--- src/rtl/ddr2_init_seq_pkg.sv ---
// Shared state encoding, DRAM command encodings and mode-register helpers
// for the DDR2 power-up sequencer.
package ddr2_init_seq_pkg;

    typedef enum logic [3:0] {
        StIdle, StCkeWait, StNopWait, StPre1, StEmrs2, StEmrs3, StEmrs1, StMrsDll,
        StPre2, StRef1, StRef2, StMrs, StOcdDef, StOcdExit, StDllWait, StDone
    } init_state_e;

    // {cs_n, ras_n, cas_n, we_n}
    localparam logic [3:0] CMD_NOP   = 4'b0111;
    localparam logic [3:0] CMD_PRE   = 4'b0010;
    localparam logic [3:0] CMD_MRS   = 4'b0000;
    localparam logic [3:0] CMD_REF   = 4'b0001;
    localparam logic [3:0] CMD_DESEL = 4'b1111;

    localparam int unsigned A_PRE_ALL = 10;
    localparam int unsigned A_DLL_RST = 8;
    localparam logic [15:0] EMR_OCD_DEFAULT = 16'h0380;
    localparam logic [2:0]  MR_BL4 = 3'b010;

    function automatic int unsigned max_u(int unsigned a, int unsigned b);
        return (a > b) ? a : b;
    endfunction

    function automatic int unsigned at_least_one(int unsigned v);
        return (v == 0) ? 1 : v;
    endfunction

    function automatic logic [15:0] mr_word(int unsigned cl, int unsigned wr, logic dll_rst);
        logic [15:0] w;
        w            = '0;
        w[11:9]      = 3'(wr - 1);
        w[A_DLL_RST] = dll_rst;
        w[6:4]       = 3'(cl);
        w[2:0]       = MR_BL4;
        return w;
    endfunction

    // Command chain order once CKE is high.
    function automatic init_state_e next_step(init_state_e s);
        case (s)
            StNopWait: return StPre1;
            StPre1:    return StEmrs2;
            StEmrs2:   return StEmrs3;
            StEmrs3:   return StEmrs1;
            StEmrs1:   return StMrsDll;
            StMrsDll:  return StPre2;
            StPre2:    return StRef1;
            StRef1:    return StRef2;
            StRef2:    return StMrs;
            StMrs:     return StOcdDef;
            StOcdDef:  return StOcdExit;
            default:   return StDllWait;
        endcase
    endfunction

endpackage

--- src/rtl/ddr2_init_timer.sv ---
// Loadable down-counter that saturates at zero; zero flag is combinational
// from the count.
module ddr2_init_timer #(
    parameter int unsigned WIDTH = 9
) (
    input  logic             clk,
    input  logic             rst_n,
    input  logic             load,
    input  logic [WIDTH-1:0] load_val,
    output logic             zero
);

    logic [WIDTH-1:0] count_q;

    always_ff @(posedge clk or negedge rst_n) begin
        if (!rst_n) begin
            count_q <= '0;
        end else if (load) begin
            count_q <= load_val;
        end else if (count_q != '0) begin
            count_q <= count_q - 1'b1;
        end
    end

    assign zero = (count_q == '0);

endmodule

--- src/rtl/ddr2_init_seq.sv ---
// DDR2 power-up sequencer: holds CKE low, then issues the PRE/EMRS/MRS/REF
// programming chain and hands the bus over once the DLL has locked.
module ddr2_init_seq
    import ddr2_init_seq_pkg::*;
#(
    parameter int unsigned T_CKE_LOW  = 400,
    parameter int unsigned T_NOP_PRE  = 100,
    parameter int unsigned T_RP       = 4,
    parameter int unsigned T_MRD      = 2,
    parameter int unsigned T_RFC      = 26,
    parameter int unsigned T_DLLK     = 200,
    parameter int unsigned CL         = 5,
    parameter int unsigned WR         = 6,
    parameter int unsigned BA_WIDTH   = 3,
    parameter int unsigned ADDR_WIDTH = 14,
    parameter logic [15:0] EMR1_BASE  = 16'h000
) (
    input  logic                  clk,
    input  logic                  rst_n,
    input  logic                  start_i,
    output logic                  busy_o,
    output logic                  done_o,
    output logic                  cke,
    output logic                  cs_n,
    output logic                  ras_n,
    output logic                  cas_n,
    output logic                  we_n,
    output logic [BA_WIDTH-1:0]   ba,
    output logic [ADDR_WIDTH-1:0] addr,
    output logic                  odt
);

    localparam int unsigned CKE_E  = at_least_one(T_CKE_LOW);
    localparam int unsigned NOP_E  = at_least_one(T_NOP_PRE);
    localparam int unsigned RP_E   = at_least_one(T_RP);
    localparam int unsigned MRD_E  = at_least_one(T_MRD);
    localparam int unsigned RFC_E  = at_least_one(T_RFC);
    localparam int unsigned DLLK_E = at_least_one(T_DLLK);
    localparam int unsigned MAX_T  = max_u(max_u(max_u(CKE_E, NOP_E), max_u(RP_E, MRD_E)),
                                           max_u(RFC_E, DLLK_E));
    localparam int unsigned TW     = $clog2(MAX_T + 1);

    localparam logic [TW-1:0] LD_CKE = TW'(CKE_E - 1);
    localparam logic [TW-1:0] LD_NOP = TW'(NOP_E - 1);
    localparam logic [TW-1:0] LD_RP  = TW'(RP_E - 1);
    localparam logic [TW-1:0] LD_MRD = TW'(MRD_E - 1);
    localparam logic [TW-1:0] LD_RFC = TW'(RFC_E - 1);
    // Loaded as MRS_DLLRST goes out so DONE lands exactly T_DLLK cycles later.
    localparam logic [TW-1:0] LD_DLL = TW'(DLLK_E - 1);

    localparam logic [15:0] MR_RUN   = mr_word(CL, WR, 1'b0);
    localparam logic [15:0] MR_DLL   = mr_word(CL, WR, 1'b1);
    localparam logic [15:0] EMR1_OCD = EMR1_BASE | EMR_OCD_DEFAULT;

    init_state_e           state_q;
    init_state_e           nxt_state;
    logic                  in_cmd_q;
    logic                  wait_load, wait_zero, dll_load, dll_zero;
    logic [TW-1:0]         wait_val;
    logic [3:0]            nxt_cmd;
    logic [BA_WIDTH-1:0]   nxt_ba;
    logic [ADDR_WIDTH-1:0] nxt_addr;

    ddr2_init_timer #(.WIDTH(TW)) u_wait_timer (
        .clk      (clk),
        .rst_n    (rst_n),
        .load     (wait_load),
        .load_val (wait_val),
        .zero     (wait_zero)
    );

    ddr2_init_timer #(.WIDTH(TW)) u_dll_timer (
        .clk      (clk),
        .rst_n    (rst_n),
        .load     (dll_load),
        .load_val (LD_DLL),
        .zero     (dll_zero)
    );

    // Next command and its bank/address fields.
    always_comb begin
        nxt_state = next_step(state_q);
        if (state_q == StOcdExit && dll_zero) begin
            nxt_state = StDone;
        end
        nxt_cmd  = CMD_MRS;
        nxt_ba   = '0;
        nxt_addr = '0;
        case (nxt_state)
            StPre1, StPre2: begin
                nxt_cmd             = CMD_PRE;
                nxt_addr[A_PRE_ALL] = 1'b1;
            end
            StRef1, StRef2: nxt_cmd = CMD_REF;
            StEmrs2:        nxt_ba = BA_WIDTH'(2);
            StEmrs3:        nxt_ba = BA_WIDTH'(3);
            StEmrs1: begin
                nxt_ba   = BA_WIDTH'(1);
                nxt_addr = ADDR_WIDTH'(EMR1_BASE);
            end
            StMrsDll:       nxt_addr = ADDR_WIDTH'(MR_DLL);
            StMrs:          nxt_addr = ADDR_WIDTH'(MR_RUN);
            StOcdDef: begin
                nxt_ba   = BA_WIDTH'(1);
                nxt_addr = ADDR_WIDTH'(EMR1_OCD);
            end
            StOcdExit: begin
                nxt_ba   = BA_WIDTH'(1);
                nxt_addr = ADDR_WIDTH'(EMR1_BASE);
            end
            default:        nxt_cmd = CMD_NOP;
        endcase
    end

    // The wait timer is armed at the end of each command cycle, so the next
    // command lands N+1 cycles after the previous one.
    always_comb begin
        wait_load = 1'b0;
        wait_val  = '0;
        if (state_q == StIdle) begin
            wait_load = start_i;
            wait_val  = LD_CKE;
        end else if (state_q == StCkeWait) begin
            wait_load = wait_zero;
            wait_val  = LD_NOP;
        end else if (in_cmd_q) begin
            wait_load = 1'b1;
            case (state_q)
                StPre1, StPre2: wait_val = LD_RP;
                StRef1, StRef2: wait_val = LD_RFC;
                default:        wait_val = LD_MRD;
            endcase
        end
        dll_load = (state_q == StEmrs1) && !in_cmd_q && wait_zero;
    end

    always_ff @(posedge clk or negedge rst_n) begin
        if (!rst_n) begin
            state_q                    <= StIdle;
            in_cmd_q                   <= 1'b0;
            busy_o                     <= 1'b0;
            done_o                     <= 1'b0;
            cke                        <= 1'b0;
            {cs_n, ras_n, cas_n, we_n} <= CMD_DESEL;
            ba                         <= '0;
            addr                       <= '0;
        end else begin
            in_cmd_q <= 1'b0;
            case (state_q)
                StIdle: begin
                    if (start_i) begin
                        state_q <= StCkeWait;
                        busy_o  <= 1'b1;
                    end
                end
                StCkeWait: begin
                    if (wait_zero) begin
                        state_q                    <= StNopWait;
                        cke                        <= 1'b1;
                        {cs_n, ras_n, cas_n, we_n} <= CMD_NOP;
                    end
                end
                StDllWait: begin
                    if (dll_zero) begin
                        state_q <= StDone;
                        busy_o  <= 1'b0;
                        done_o  <= 1'b1;
                    end
                end
                StDone: ;
                default: begin
                    if (in_cmd_q) begin
                        {cs_n, ras_n, cas_n, we_n} <= CMD_NOP;
                        ba                         <= '0;
                        addr                       <= '0;
                    end else if (wait_zero) begin
                        state_q                    <= nxt_state;
                        {cs_n, ras_n, cas_n, we_n} <= nxt_cmd;
                        ba                         <= nxt_ba;
                        addr                       <= nxt_addr;
                        in_cmd_q                   <= (nxt_cmd != CMD_NOP);
                        if (nxt_state == StDone) begin
                            busy_o <= 1'b0;
                            done_o <= 1'b1;
                        end
                    end
                end
            endcase
        end
    end

    assign odt = 1'b0;

endmodule

--- config.mk ---
export PLATFORM = sky130hd
export DESIGN_NAME = ddr2_init_seq
export DESIGN_NICKNAME = d
export VERILOG_FILES = /design/src/rtl/ddr2_init_seq_pkg.sv /design/src/rtl/ddr2_init_timer.sv /design/src/rtl/ddr2_init_seq.sv
export SDC_FILE = /design/constraint.sdc
export NUM_CORES = 1
export LEC_CHECK = 0
export CORE_ASPECT_RATIO = 0.9
export CORE_UTILIZATION = 56
export CTS_CLUSTER_SIZE = 8
export DETAILED_ROUTE_END_ITERATION = 6
export HOLD_SLACK_MARGIN = 0.05
export PLACE_DENSITY_LB_ADDON = 0.1
export SLEW_MARGIN = 20
export SYNTH_ARGS = -nofsm -noshare
export SYNTH_HDL_FRONTEND = slang
export SYNTH_SLANG_ARGS = --single-unit
--- constraint.sdc ---
create_clock -name clk -period 3.1 [get_ports clk]
set_input_delay 0.62 -clock clk [delete_from_list [all_inputs] [get_ports clk]]
set_output_delay 0.62 -clock clk [all_outputs]
set_load 0.02 [all_outputs]
Yosys cells after proc, flatten, opt, wreduce, memory -nomap -nowiden
Memory sizes are Yosys's and may differ from the RTL's.
Index checks and enable logic that the tools add are counted.
Widths: inputs -> output; s select.
{"block": "totals", "wordCells": 137, "ff_bits": 47, "romBits": 64, "memories": 1}
{"block": "op_classes", "n_reduce_logical": 33, "bitwise_logic": 5, "n_eq_ne": 28, "n_addsub": 2, "muxes": 55}
{"name": "(no name shown)", "depth": 16, "width": 4, "rd": 1, "rd_clocked_by_memory_dff": 0, "write_ports": 0, "line_no": "ddr2_init_seq_pkg.sv:42", "text": "case (s)"}
{"operator": "$eq 4x4->1 const B", "n": 13}
{"operator": "$mux 9", "n": 5}
{"operator": "$pmux 10 s3", "n": 1}
{"operator": "$mux 14", "n": 2}
{"operator": "$mux 1", "n": 27}
{"operator": "$mux 4", "n": 6}
{"operator": "$eq 4x3->1 const B", "n": 5}
{"operator": "$logic_not 9->1", "n": 2}
{"operator": "$reduce_bool 9->1", "n": 2}
{"operator": "$sub 9x1->9 const B", "n": 2}
{"operator": "$pmux 4 s4", "n": 1}
{"operator": "$reduce_and 6->1", "n": 2}
{"operator": "$reduce_or 2->1", "n": 6}
{"operator": "$pmux 1 s2", "n": 5}
{"operator": "$pmux 5 s2", "n": 1}
{"operator": "$reduce_bool 2->1", "n": 5}
{"operator": "$pmux 3 s3", "n": 1}
{"operator": "$reduce_or 3->1", "n": 3}
{"operator": "$eq 4x2->1 const B", "n": 2}
{"operator": "$mux 7", "n": 1}
{"operator": "$reduce_or 7->1", "n": 1}
{"operator": "$mux 3", "n": 2}
{"operator": "$ne 2x2->1 const B", "n": 3}
{"operator": "$pmux 2 s3", "n": 1}
{"operator": "16 further kinds", "n": 24}

Logic depth before layout (Yosys ltp)
{"block": "logic_depth", "depth_word": 10, "ltp_mapped": 10, "depth_no_buf": 8}

By module
A second synthesis with hierarchy kept.
{"block": "unflattened", "cells_unflattened": 278, "hier_area_um2": 2612.5}
{"module": "ddr2_init_seq", "cells_each": 164, "area_per_inst_um2": 1544.0, "instances": 1}
{"module": "ddr2_init_timer", "cells_each": 57, "area_per_inst_um2": 534.3, "instances": 2}

Worst setup path before layout
OpenSTA, ideal clock, no wires.
{"block": "synth_path", "path_kind": "register to register", "start": "reg u_wait_timer.count_q[0]", "end": "reg state_q[1]", "t_arrival_ns": 2.211, "path_stages_with_launch": 9, "required_time_ns": 2.975, "setup_ns": 0.125, "path_slack_ns": 0.764, "n_path_buf": 1, "synth_period_minus_slack_ns": 2.336, "path_cell_list": "dfrtp_1 inv_1 ha_1 or3b_1 buf_2 nor3b_2 a22oi_1 nor2_1 mux2_2"}
{"block": "synth_via", "elab_chain_len": 3, "elab_cells_between_ends": 4, "cone_classes": "eq/ne (1); reduce/logical (3)"}
{"item": "start: declaration", "line_no": "ddr2_init_timer.sv:13", "text": "logic [WIDTH-1:0] count_q;"}
{"item": "start signal: assignment", "line_no": "ddr2_init_timer.sv:19", "text": "count_q <= load_val;"}
{"item": "start signal: assignment", "line_no": "ddr2_init_timer.sv:21", "text": "count_q <= count_q - 1'b1;"}
{"item": "$logic_not 9->1 (*)", "line_no": "ddr2_init_timer.sv:25", "text": "assign zero = (count_q == '0);"}
{"item": "$ne 2x2->1 (no source line) or $reduce_bool 3->1 (tied branches)"}
{"item": "$reduce_and 6->1 (no source line) (*)"}
{"item": "end signal: assignment", "line_no": "ddr2_init_seq.sv:139", "text": "state_q <= StIdle;"}
{"item": "end signal: assignment", "line_no": "ddr2_init_seq.sv:152", "text": "state_q <= StCkeWait;"}
{"item": "end signal: assignment", "line_no": "ddr2_init_seq.sv:158", "text": "state_q <= StNopWait;"}
{"item": "end: declaration", "line_no": "ddr2_init_seq.sv:55", "text": "init_state_e state_q;"}
Every way passes the cells marked *; elsewhere a longest branch is shown, timed or not.
A chain may end at the register's enable or synchronous reset.

Worst setup path in the final report
{"block": "layout_path", "start": "reg u_wait_timer.count_q[0]", "end": "reg we_n"}
{"block": "layout_via", "elab_chain_len": 3, "elab_cells_between_ends": 4, "cone_classes": "eq/ne (1); reduce/logical (3)"}
{"item": "$logic_not 9->1 (*)", "line_no": "ddr2_init_timer.sv:25"}
{"item": "$ne 2x2->1 (no source line) or $reduce_bool 2->1 (tied branches)"}
{"item": "$reduce_and 3->1 (no source line) (*)"}
{"item": "end signal: assignment", "line_no": "ddr2_init_seq.sv:178", "text": "{cs_n, ras_n, cas_n, we_n} <= nxt_cmd;"}
{"item": "end: declaration", "line_no": "ddr2_init_seq.sv:27", "text": "output logic we_n,"}
Marks and branches as above.

==> key figures <==
CTS
  • # H-tree levels: 2
  • CTS tree: built
  • Buffer depth of the longest clock path: 2
  • Post-CTS Hold Buffers: 0
  • CTS clk-pin slew, worst paths: ~0.080 ns
  • Post-CTS Setup Bufs: 0
  • Post_cts resized: 0
  • Clk root buf: clkbuf_8
  • Clk_lat worst skew: slightly below 0.3 ns
  • Num CTS Buffers: 5
  • CTS Sinks: 38

Cells and area
  • Fin nets: 300
  • Area delta synth->final: 11.2%
  • Fin cells: between 300 and 400
  • Filler cells: roughly 360
  • Design area: around 0.0027 sq mm
  • Ant diodes: 0
  • Sequential Area: around 960 sq um
  • Area of the multi-input gates: between 0.001 and 0.0015 sq mm
  • Share of layout cells above drive strength 1: 0.111

STA
  • Final Hold Fails: 0
  • Worst slew pin tran: 0.843 ns
  • Total negative slack: 0 ns
  • Final setup violation count: 0
  • Hold slack: 0.432 ns
  • Tmin final: 2.59 ns
  • Final Cycle Share: 0.836
  • Slew Limit Fails: 0
  • RSZ-0062 raised after global routing: no
  • Slew headroom: 0.438
  • Final Skew: between 0.006 and 0.007 ns
  • Fmax: just under 400 MHz

Yosys
  • Seq/Total Area, Yosys: 0.387
  • Syn Inst Count: ~270
  • Unique masters post-synth: 57
  • Avg Inst Size Synth: about 9.0 sq um
  • Top FF cell, synth: dfrtp_1
  • Syn. warnings: 0
  • EDFF count, synth: 0
  • #FFs+latches synth: 38
  • Synth async-reset ratio: 1.00
  • Post-Syn Area: between 0.002 and 0.0025 sq mm

Placement
  • Dpl hpwl: between 3 and 4 mm
  • Port Buffers: 19
  • Post-place instance area: approximately 0.0026 sq mm
  • Routability cong.: a little under 0.9
  • Dpl cells: between 300 and 400

Power
  • Comb power frac: 0.558
  • Switching power: 0.00134 W
  • VDD IR-drop max: around 0.7 mV
  • Pwr dens: ~1100 mW/mm^2
  • Switch share: 0.458
  • Clock network fraction of total power: 0.122
  • Sequential Power Share: 0.320
  • Leak: roughly 1.2 nW
  • Power Internal: 0.00159 W

Worst hold path
  • Hold crit path type: in -> async

Die
  • Die ar.: 0.00468 sq mm
  • FP Rows: 22
  • Initial core utilization: 0.594
  • IO Pins: 28
  • Die W: a little over 70 um
  • Die Span Y: roughly 65 um
  • CORE AREA: around 0.0042 sq mm

Route
  • Via Count: 1,995
  • Final WL: ~5.2 mm
  • # DRC: 0
  • Initial DRC count: 115
  • Post-DR wirelength/cell: about 15 um
  • Drt pass-1 iters: 4
  • Vias/cell: about 5.7
  • Post-DRT Antenna Nets: 0

Critical path
  • Crit Path Max Fanout: 8
  • Required @ worst endpoint: between 3 and 4 ns
  • Critical path class: reg -> reg
  • Kind of end point of the critical path: flip-flop
  • CP arrival: 2.81 ns
  • CP Launch Type: flip-flop

GRT
  • Initial antenna violation count: 0
  • Pin count of the biggest net entering global routing: 39
  • GRT Overall Usage: 0.249
  • GRT overflow: 0
  • First-pass GRT wire length: about 9.1 mm
  • Vias in the first global route: around 1,900

Run status
  • Status: completed

Run
  • # Max-Cap Violations: 0
routing by layer:
layer / vias up / track usage / wire length (um)
li1: 972 / - / -
met1: 980 / 0.369 / 2600
met2: 39 / 0.371 / 2370
met3: 4 / 0.0482 / 196
met4: 0 / 0.0637 / 33
met5: - / 0 / 0
through the flow:
stage	total power (W)	worst slack [ns]	utilization
finish	0.00293	0.508	0.660
global route	0.00318	0.297	0.660
CTS	0.00293	0.529	0.660
detailed placement	0.00256	0.555	0.637
global placement	0.00254	0.618	0.637
floorplan	0.00217	0.764	-
layout by cell type, fill, tap and decap left out, types with 5 or more instances in the layout:
cell	n
o21ai_0	14
nand3_1	8
mux2i_1	5
inv_1	11
nand2b_1	6
nor3_1	10
clkbuf_8	6
nor2_1	33
conb_1	8
ha_1	10
nor2b_1	5
xnor2_1	11
clkdlybuf4s50_1	18
a21oi_1	11
dfrtp_1	34
nand2_1	20
synthesized netlist by cell type, types with 7 or more instances:
cell type | instances | area [sq um]
nand2_1 | 20 | 75.1
ha_1 | 10 | 125
dfrtp_1 | 34 | 851
a21oi_1 | 11 | 55.1
inv_1 | 11 | 41.3
xnor2_1 | 11 | 96.3
nor2_1 | 33 | 124
o21ai_0 | 14 | 70.1
nor3_1 | 10 | 50.1
clkbuf_1 | 7 | 26.3
nand3_1 | 8 | 40.0
buf_4 | 10 | 75.1
power groups by stage:
stage	registers [W]	logic, W	clock network (W)
after CTS	0.000934	0.00163	0.000365
after floorplan	0.000884	0.00129	0
final	0.000936	0.00163	0.000358
after detailed placement	0.000945	0.00161	0
after global placement	0.000938	0.00160	0
after global routing	0.000975	0.00182	0.000385
worst max-delay path: stages (launching register included):
cell	delay [ns]
dfrtp_1	0.38
inv_1	0.09
ha_1	0.19
or3b_1	0.44
or3b_1	0.56
nor4_4	0.45
o21ai_2	0.16
a21oi_4	0.18
a21oi_2	0.07
cell families after synthesis:
family	share of synthesized area
adder cells (fa/ha/maj)	0.0507
AND/OR/NAND/NOR	0.211
other	0.00152
AO/OA/AOI/OAI	0.196
XOR/XNOR	0.0497
buffers and inverters	0.0690
multiplexers	0.0340
flip-flops	0.387
worst paths after layout:
check / slack, ns / start / depth (start not counted) / end
setup / recovery: 0.51 / u_wait_timer.count_q[0] / 8 / we_n
hold / removal: 0.43 / rst_n / 1 / u_wait_timer.count_q[1]
setup reg to reg: 0.51 / u_wait_timer.count_q[0] / 8 / we_n
hold reg to reg: 0.48 / cke / 1 / cke
max in group asynchronous: 2.14 / rst_n / 1 / addr[10]
min in group clk: 0.48 / cke / 1 / cke
flip-flops by register name, indices dropped and copies added (netlist names):
signal / flops
u_dll_timer.count_q: 9
u_wait_timer.count_q: 9
addr: 6
state_q: 4
ba: 2
busy_o: 1
cas_n: 1
cke: 1
cs_n: 1
done_o: 1
in_cmd_q: 1
ras_n: 1
we_n: 1
area by class of cell:
class / instances / share of cell area
clock buffer: 6 / 0.0301
clock inverter: 2 / 0.00456
inverter: 11 / 0.0151
multi-input combinational: 209 / 0.499
sequential: 38 / 0.349
tap: 60 / 0.0274
timing repair buffer: 22 / 0.0757
Note: power is estimated with default switching activity, not from simulation.
